<file path="config.mk">
export PLATFORM = sky130hd
export DESIGN_NAME = fetch_unit
export DESIGN_NICKNAME = d
export VERILOG_FILES = /design/src/rtl/riscv_pkg.sv /design/src/rtl/fetch_fifo.sv /design/src/rtl/fetch_unit.sv
export SDC_FILE = /design/constraint.sdc
export NUM_CORES = 1
export LEC_CHECK = 0
export CORE_MARGIN = 8
export CORE_UTILIZATION = 40
export CTS_CLUSTER_DIAMETER = 50
export DETAILED_ROUTE_END_ITERATION = 8
export PLACE_DENSITY = 0.73
export SLEW_MARGIN = 20
export SYNTH_ARGS = -nofsm -noshare
export SYNTH_HDL_FRONTEND = slang
export SYNTH_SLANG_ARGS = --single-unit
</file>
<file path="constraint.sdc">
create_clock -name i_clk -period 5.3 [get_ports i_clk]
set_clock_uncertainty 0.05 [all_clocks]
set_input_delay 1.59 -clock i_clk [delete_from_list [all_inputs] [get_ports i_clk]]
set_output_delay 1.59 -clock i_clk [all_outputs]
set_load 0.005 [all_outputs]
</file>
<file path="src/rtl/riscv_pkg.sv">
// Shared RV32 definitions used by the fetch front end and its testbench.
package riscv_pkg;

  localparam int XLEN = 32;

  // ADDI x0, x0, 0: the canonical RISC-V NOP.
  localparam logic [XLEN-1:0] NOP_INSTR = 32'h0000_0013;

  typedef struct packed {
    logic [XLEN-1:0] pc;
    logic [XLEN-1:0] pc_nxt;
    logic [XLEN-1:0] instr;
  } fetch_entry_t;

  function automatic logic [XLEN-1:0] word_align(input logic [XLEN-1:0] addr);
    return addr & ~XLEN'(3);
  endfunction

endpackage

</file>
<file path="src/rtl/fetch_fifo.sv">
// In-order buffer of fetch triples between the imem response port and IF/ID.
// Flush empties it in one cycle; the head is presented combinationally.
module fetch_fifo
  import riscv_pkg::*;
#(
  parameter int FIFO_DEPTH = 4
) (
  input  logic                        i_clk,
  input  logic                        i_rst,
  input  logic                        i_flush,
  input  logic                        i_push,
  input  fetch_entry_t                i_push_entry,
  input  logic                        i_pop,
  output logic [$clog2(FIFO_DEPTH):0] o_count,
  output fetch_entry_t                o_head
);

  localparam int PTR_W = $clog2(FIFO_DEPTH);
  localparam int CNT_W = PTR_W + 1;
  localparam logic [CNT_W-1:0] FULL_CNT = CNT_W'(FIFO_DEPTH);

  fetch_entry_t     entries_q [FIFO_DEPTH];
  logic [PTR_W-1:0] wr_ptr_q;
  logic [PTR_W-1:0] rd_ptr_q;
  logic [CNT_W-1:0] count_q;
  logic             do_push;
  logic             do_pop;

  // A flush voids any push or pop requested in the same cycle.
  assign do_pop  = i_pop && !i_flush && (count_q != '0);
  assign do_push = i_push && !i_flush && ((count_q != FULL_CNT) || do_pop);

  // NOTE: the entry array is deliberately not reset; count_q alone says which
  // slots hold live data, so resetting storage would only cost flops.
  always_ff @(posedge i_clk) begin
    if (do_push) begin
      entries_q[wr_ptr_q] <= i_push_entry;
    end
  end

  // NOTE: sequential state uses non-blocking assignments so every register
  // samples pre-edge values regardless of statement order.
  always_ff @(posedge i_clk) begin
    if (i_rst || i_flush) begin
      wr_ptr_q <= '0;
      rd_ptr_q <= '0;
      count_q  <= '0;
    end else begin
      if (do_push) begin
        wr_ptr_q <= wr_ptr_q + PTR_W'(1);
      end
      if (do_pop) begin
        rd_ptr_q <= rd_ptr_q + PTR_W'(1);
      end
      case ({do_push, do_pop})
        2'b10:   count_q <= count_q + CNT_W'(1);
        2'b01:   count_q <= count_q - CNT_W'(1);
        default: count_q <= count_q;
      endcase
    end
  end

  assign o_count = count_q;
  assign o_head  = entries_q[rd_ptr_q];

endmodule

</file>
<file path="src/rtl/fetch_unit.sv">
// Instruction-fetch front end: credit-limited sequential requests to imem,
// in-order response buffering, and redirect handling that drops stale fetches.
module fetch_unit
  import riscv_pkg::*;
#(
  parameter int          FIFO_DEPTH = 4,
  parameter logic [31:0] RESET_PC   = 32'h0000_0000
) (
  input  logic        i_clk,
  input  logic        i_rst,
  input  logic        i_stallD,
  input  logic        i_redirect,
  input  logic [31:0] i_redirect_pc,
  output logic        o_imem_req_valid,
  input  logic        i_imem_req_ready,
  output logic [31:0] o_imem_req_addr,
  input  logic        i_imem_rsp_valid,
  input  logic [31:0] i_imem_rsp_data,
  output logic        o_validF,
  output logic [31:0] o_pcF,
  output logic [31:0] o_pc_nxtF,
  output logic [31:0] o_instrF
);

  localparam int CNT_W = $clog2(FIFO_DEPTH) + 1;
  localparam int SUM_W = CNT_W + 1;
  localparam logic [SUM_W-1:0] CREDIT_LIMIT = SUM_W'(FIFO_DEPTH);

  logic [XLEN-1:0]  pc_q;
  logic [XLEN-1:0]  rsp_pc_q;
  logic [CNT_W-1:0] outstanding_q;
  logic [CNT_W-1:0] outstanding_nxt;
  logic [CNT_W-1:0] drop_cnt_q;
  logic [CNT_W-1:0] fifo_count;
  logic [SUM_W-1:0] credit_used;
  logic [XLEN-1:0]  redirect_target;

  logic         req_fire;
  logic         rsp_drop;
  logic         fifo_push;
  logic         fifo_pop;
  fetch_entry_t push_entry;
  fetch_entry_t head;

  assign redirect_target = word_align(i_redirect_pc);

  // Every issued request owns a FIFO slot until its entry is popped, so a
  // response can never find the buffer full.
  assign credit_used      = {1'b0, outstanding_q} + {1'b0, fifo_count};
  assign o_imem_req_valid = !i_rst && !i_redirect && (credit_used < CREDIT_LIMIT);
  assign o_imem_req_addr  = pc_q;
  assign req_fire         = o_imem_req_valid && i_imem_req_ready;

  assign rsp_drop   = i_imem_rsp_valid && (drop_cnt_q != '0);
  assign fifo_push  = i_imem_rsp_valid && !rsp_drop && !i_redirect;
  assign fifo_pop   = o_validF && !i_stallD && !i_redirect;
  assign push_entry = '{pc: rsp_pc_q, pc_nxt: rsp_pc_q + 32'd4, instr: i_imem_rsp_data};

  // NOTE: always_comb assigns a default before any condition so no path can
  // leave the signal unassigned and infer a latch.
  always_comb begin
    outstanding_nxt = outstanding_q;
    if (req_fire && !i_imem_rsp_valid) begin
      outstanding_nxt = outstanding_q + CNT_W'(1);
    end else if (!req_fire && i_imem_rsp_valid) begin
      outstanding_nxt = outstanding_q - CNT_W'(1);
    end
  end

  always_ff @(posedge i_clk) begin
    if (i_rst) begin
      pc_q          <= RESET_PC;
      rsp_pc_q      <= RESET_PC;
      outstanding_q <= '0;
      drop_cnt_q    <= '0;
    end else if (i_redirect) begin
      // Everything still in flight after this edge belongs to the old path.
      pc_q          <= redirect_target;
      rsp_pc_q      <= redirect_target;
      outstanding_q <= outstanding_nxt;
      drop_cnt_q    <= outstanding_nxt;
    end else begin
      if (req_fire) begin
        pc_q <= pc_q + 32'd4;
      end
      if (fifo_push) begin
        rsp_pc_q <= rsp_pc_q + 32'd4;
      end
      if (rsp_drop) begin
        drop_cnt_q <= drop_cnt_q - CNT_W'(1);
      end
      outstanding_q <= outstanding_nxt;
    end
  end

  fetch_fifo #(
    .FIFO_DEPTH (FIFO_DEPTH)
  ) u_fetch_fifo (
    .i_clk        (i_clk),
    .i_rst        (i_rst),
    .i_flush      (i_redirect),
    .i_push       (fifo_push),
    .i_push_entry (push_entry),
    .i_pop        (fifo_pop),
    .o_count      (fifo_count),
    .o_head       (head)
  );

  assign o_validF  = (fifo_count != '0);
  assign o_pcF     = o_validF ? head.pc     : '0;
  assign o_pc_nxtF = o_validF ? head.pc_nxt : '0;
  assign o_instrF  = o_validF ? head.instr  : NOP_INSTR;

endmodule

</file>
==> results.cfg <==
[placed_design]
place.gp.congestion = 0.837
dp.cells = 1910
hpwl_um = 27000
pre_cts_ws_ps = 436
placed_cell_area_um2 = 21100
io_buffers = 191

[layout]
fill_cells = 3767
drive_gt1_share_pct = 15.3
postLayoutCellArea_um2 = 22800
final_core_util_pct = 50.2
diodes = 0
finalNonFillerCells = 2002
area_delta_synth_final_pct = 23.6
nets = 1444

[power_and_ir_drop]
total_power_mw = 7.92
ir_drop_v = 0.000222
p_per_area_nw_per_um2 = 348
p_seq_share_pct = 50.1
combPwrFrac_pct = 7.1
p_leak_nw = 7.20
p_int_mw = 6.15
power_frac_clock_pct = 42.7
power.net_switching_mw = 1.77
switching_share_pct = 22.3

[clocking]
clock_sinks = 443
clock_path_buffers = 3
clk_latency_ps = 590
ctsRootBufferMaster = clkbuf_16
cts_tree = built
clk_pin_slew_ps = 60
cts_buffers = 49
cts_resized = 0
cts_setup_buffers = 0
htree_levels = 2
ctsHoldBuffers = 0

[drt]
vias = 10700
ant_nets = 0
first_pass_iters = 5
routed_wl_um = 42100
drcViolationCount = 0
wl_per_cell_um = 21.0
first_iter_violations = 796
via_per_inst = 5.35

[grt]
grt_usage_pct = 15.6
grt_pass1_wl_um = 64900
antenna_found_initial = 0
overflow = 0
grt_pass1_vias = 11000
grt_max_degree = 86

[logic_synthesis]
synth_area_um2 = 18400
synth_warnings = 0
syn_inst = 1164
ys_types = 58
synth-edff-count = 368
ys_seq_area_share_pct = 68.1
async_flop_share_pct = 0
syn_avg_cell_area_um2 = 15.8
ys.flop_type = edfxtp_1
synth-seq-cells = 443

[timing]
slew_viol_final = 0
fmax_mhz = 205
finalSetupTns_ps = 0
post-route-period-util_pct = 91.9
timing.hold.ws_ps = 488
setup_viol = 0
worstMarginPinSlew_ps = 829
fin_crit_ps = 4870
rsz0062_at_grt = no
layout_setup_ws_ps = 429
maxSlewHeadroom_pct = 44.6
hold_viol_final = 0

[worst_setup_path]
setup.worst_path.start_class = primary input
worst_ep_arrival_time_ps = 3230
worstPathRequired_ps = 3660
worstPathMaxFanout = 12
worstSetupEndpointType = output port
path_class = in -> out

[run_status]
outcome = complete, no violations

[die]
initial_core_util_pct = 40.6
rows = 78
fp.dieH_um = 231
fp.dieW_um = 231
io_pins = 200
dieArea_um2 = 53200
coreArea_um2 = 45400

[job]
maxCapViolCount = 0

[hold_path]
hold_class = reg -> reg
-- state kept, by name, indices dropped and copies added (netlist names), named ones only --
name                    cells
rsp_pc_q                   30
o_imem_req_addr            30
u_fetch_fifo.entries_q    368
u_fetch_fifo.wr_ptr_q       2
drop_cnt_q                  3
u_fetch_fifo.rd_ptr_q       2
outstanding_q               3
u_fetch_fifo.o_count        3
-- synthesized netlist by cell type, types with 7 or more instances --
library cell,count,share of area [%]
a21oi_1,29,0.79
a211oi_1,19,0.77
clkbuf_1,49,1.0
nor2b_1,89,3.0
dfxtp_1,75,8.2
nor3_1,13,0.35
nor4_1,10,0.34
and2_1,9,0.31
or3_1,7,0.24
nand2_1,55,1.1
and3_1,15,0.51
inv_1,26,0.53
xnor2_1,45,2.1
edfxtp_1,368,60
xor2_1,28,1.3
ha_1,12,0.82
o21ai_0,13,0.35
nand3_1,23,0.62
mux4_2,92,11
buf_1,13,0.26
a31oi_1,19,0.65
nor2_1,53,1.1
nand4_1,23,0.78
-- power by group through the flow --
stage	logic [mW]	clock network [mW]	registers, mW
4_1_cts	0.573	3.47	3.97
3_5_place_dp	0.569	0	4.04
6_report	0.565	3.39	3.97
3_3_place_gp	0.559	0	4.03
2_1_floorplan	0.305	0	4.02
5_1_grt	0.616	3.59	3.98
-- final cells by class --
cell class	count	area, um^2	area share (%)
clock inverter	34	339	1.49
multi-input combinational	628	5490	24.1
sequential	443	12600	55.2
timing repair buffer	213	2220	9.76
clock buffer	58	1300	5.73
tap	600	751	3.30
inverter	26	97.6	0.429
-- routing by layer --
layer	routed length, um	share of wire [%]	vias to the layer above	track usage [%]
li1	-	-	4862	-
met1	18500	44	5434	21.1
met2	19800	47	358	25.0
met3	3070	7.3	61	4.10
met4	682	1.6	0	3.70
met5	0	0	-	0
-- critical path, cell delays in order --
cell and delay (ps):
clkdlybuf4s50_1 420, or2_2 430, nor3_1 230, clkdlybuf4s50_1 560
-- logic make-up (layout without fill, tap and decap cells) --
logic type | Yosys count | in the layout | synth area share (%)
flip-flops | 443 | 443 | 68.1
AND/OR/NAND/NOR | 323 | 323 | 9.60
AO/OA/AOI/OAI | 115 | 115 | 4.03
multiplexers | 98 | 98 | 11.6
buffers and inverters | 98 | 331 | 2.21
XOR/XNOR | 73 | 73 | 3.47
adder cells (fa/ha/maj) | 13 | 13 | 0.924
other | 1 | 6 | 0.0204
-- path summary, 6_finish.rpt --
check,to,slack [ps],startpoint,cells past startpoint
setup reg to reg,u_fetch_fifo.o_count[2],2620,drop_cnt_q[0],8
setup / recovery,o_imem_req_valid,430,i_redirect,4
hold / removal,flip-flop,490,u_fetch_fifo.rd_ptr_q[1],2
hold reg to reg,flip-flop,490,u_fetch_fifo.rd_ptr_q[1],2
-- placed cells by master, fill, tap and decap left out, types with 5 or more instances in the layout --
cell / instances
xor2_1: 28
o22ai_1: 5
nor3_1: 12
buf_4: 10
clkbuf_1: 6
a21o_1: 5
buf_12: 12
a21boi_0: 5
or3_1: 7
nand2_1: 55
inv_1: 25
and3_1: 15
clkdlybuf4s50_1: 190
and4_1: 6
ha_1: 12
nor2b_1: 89
xnor2_1: 45
a31oi_1: 19
dfxtp_1: 73
clkinv_2: 8
nor2_1: 53
or2_2: 6
nor4_1: 10
o211ai_1: 5
clkinv_1: 9
conb_1: 6
and2_1: 5
a211oi_1: 19
nand4_1: 23
o21ai_0: 13
nand3_1: 23
mux4_2: 92
clkbuf_16: 51
a21oi_1: 29
edfxtp_1: 368
Note: power is estimated with default switching activity, not from simulation.
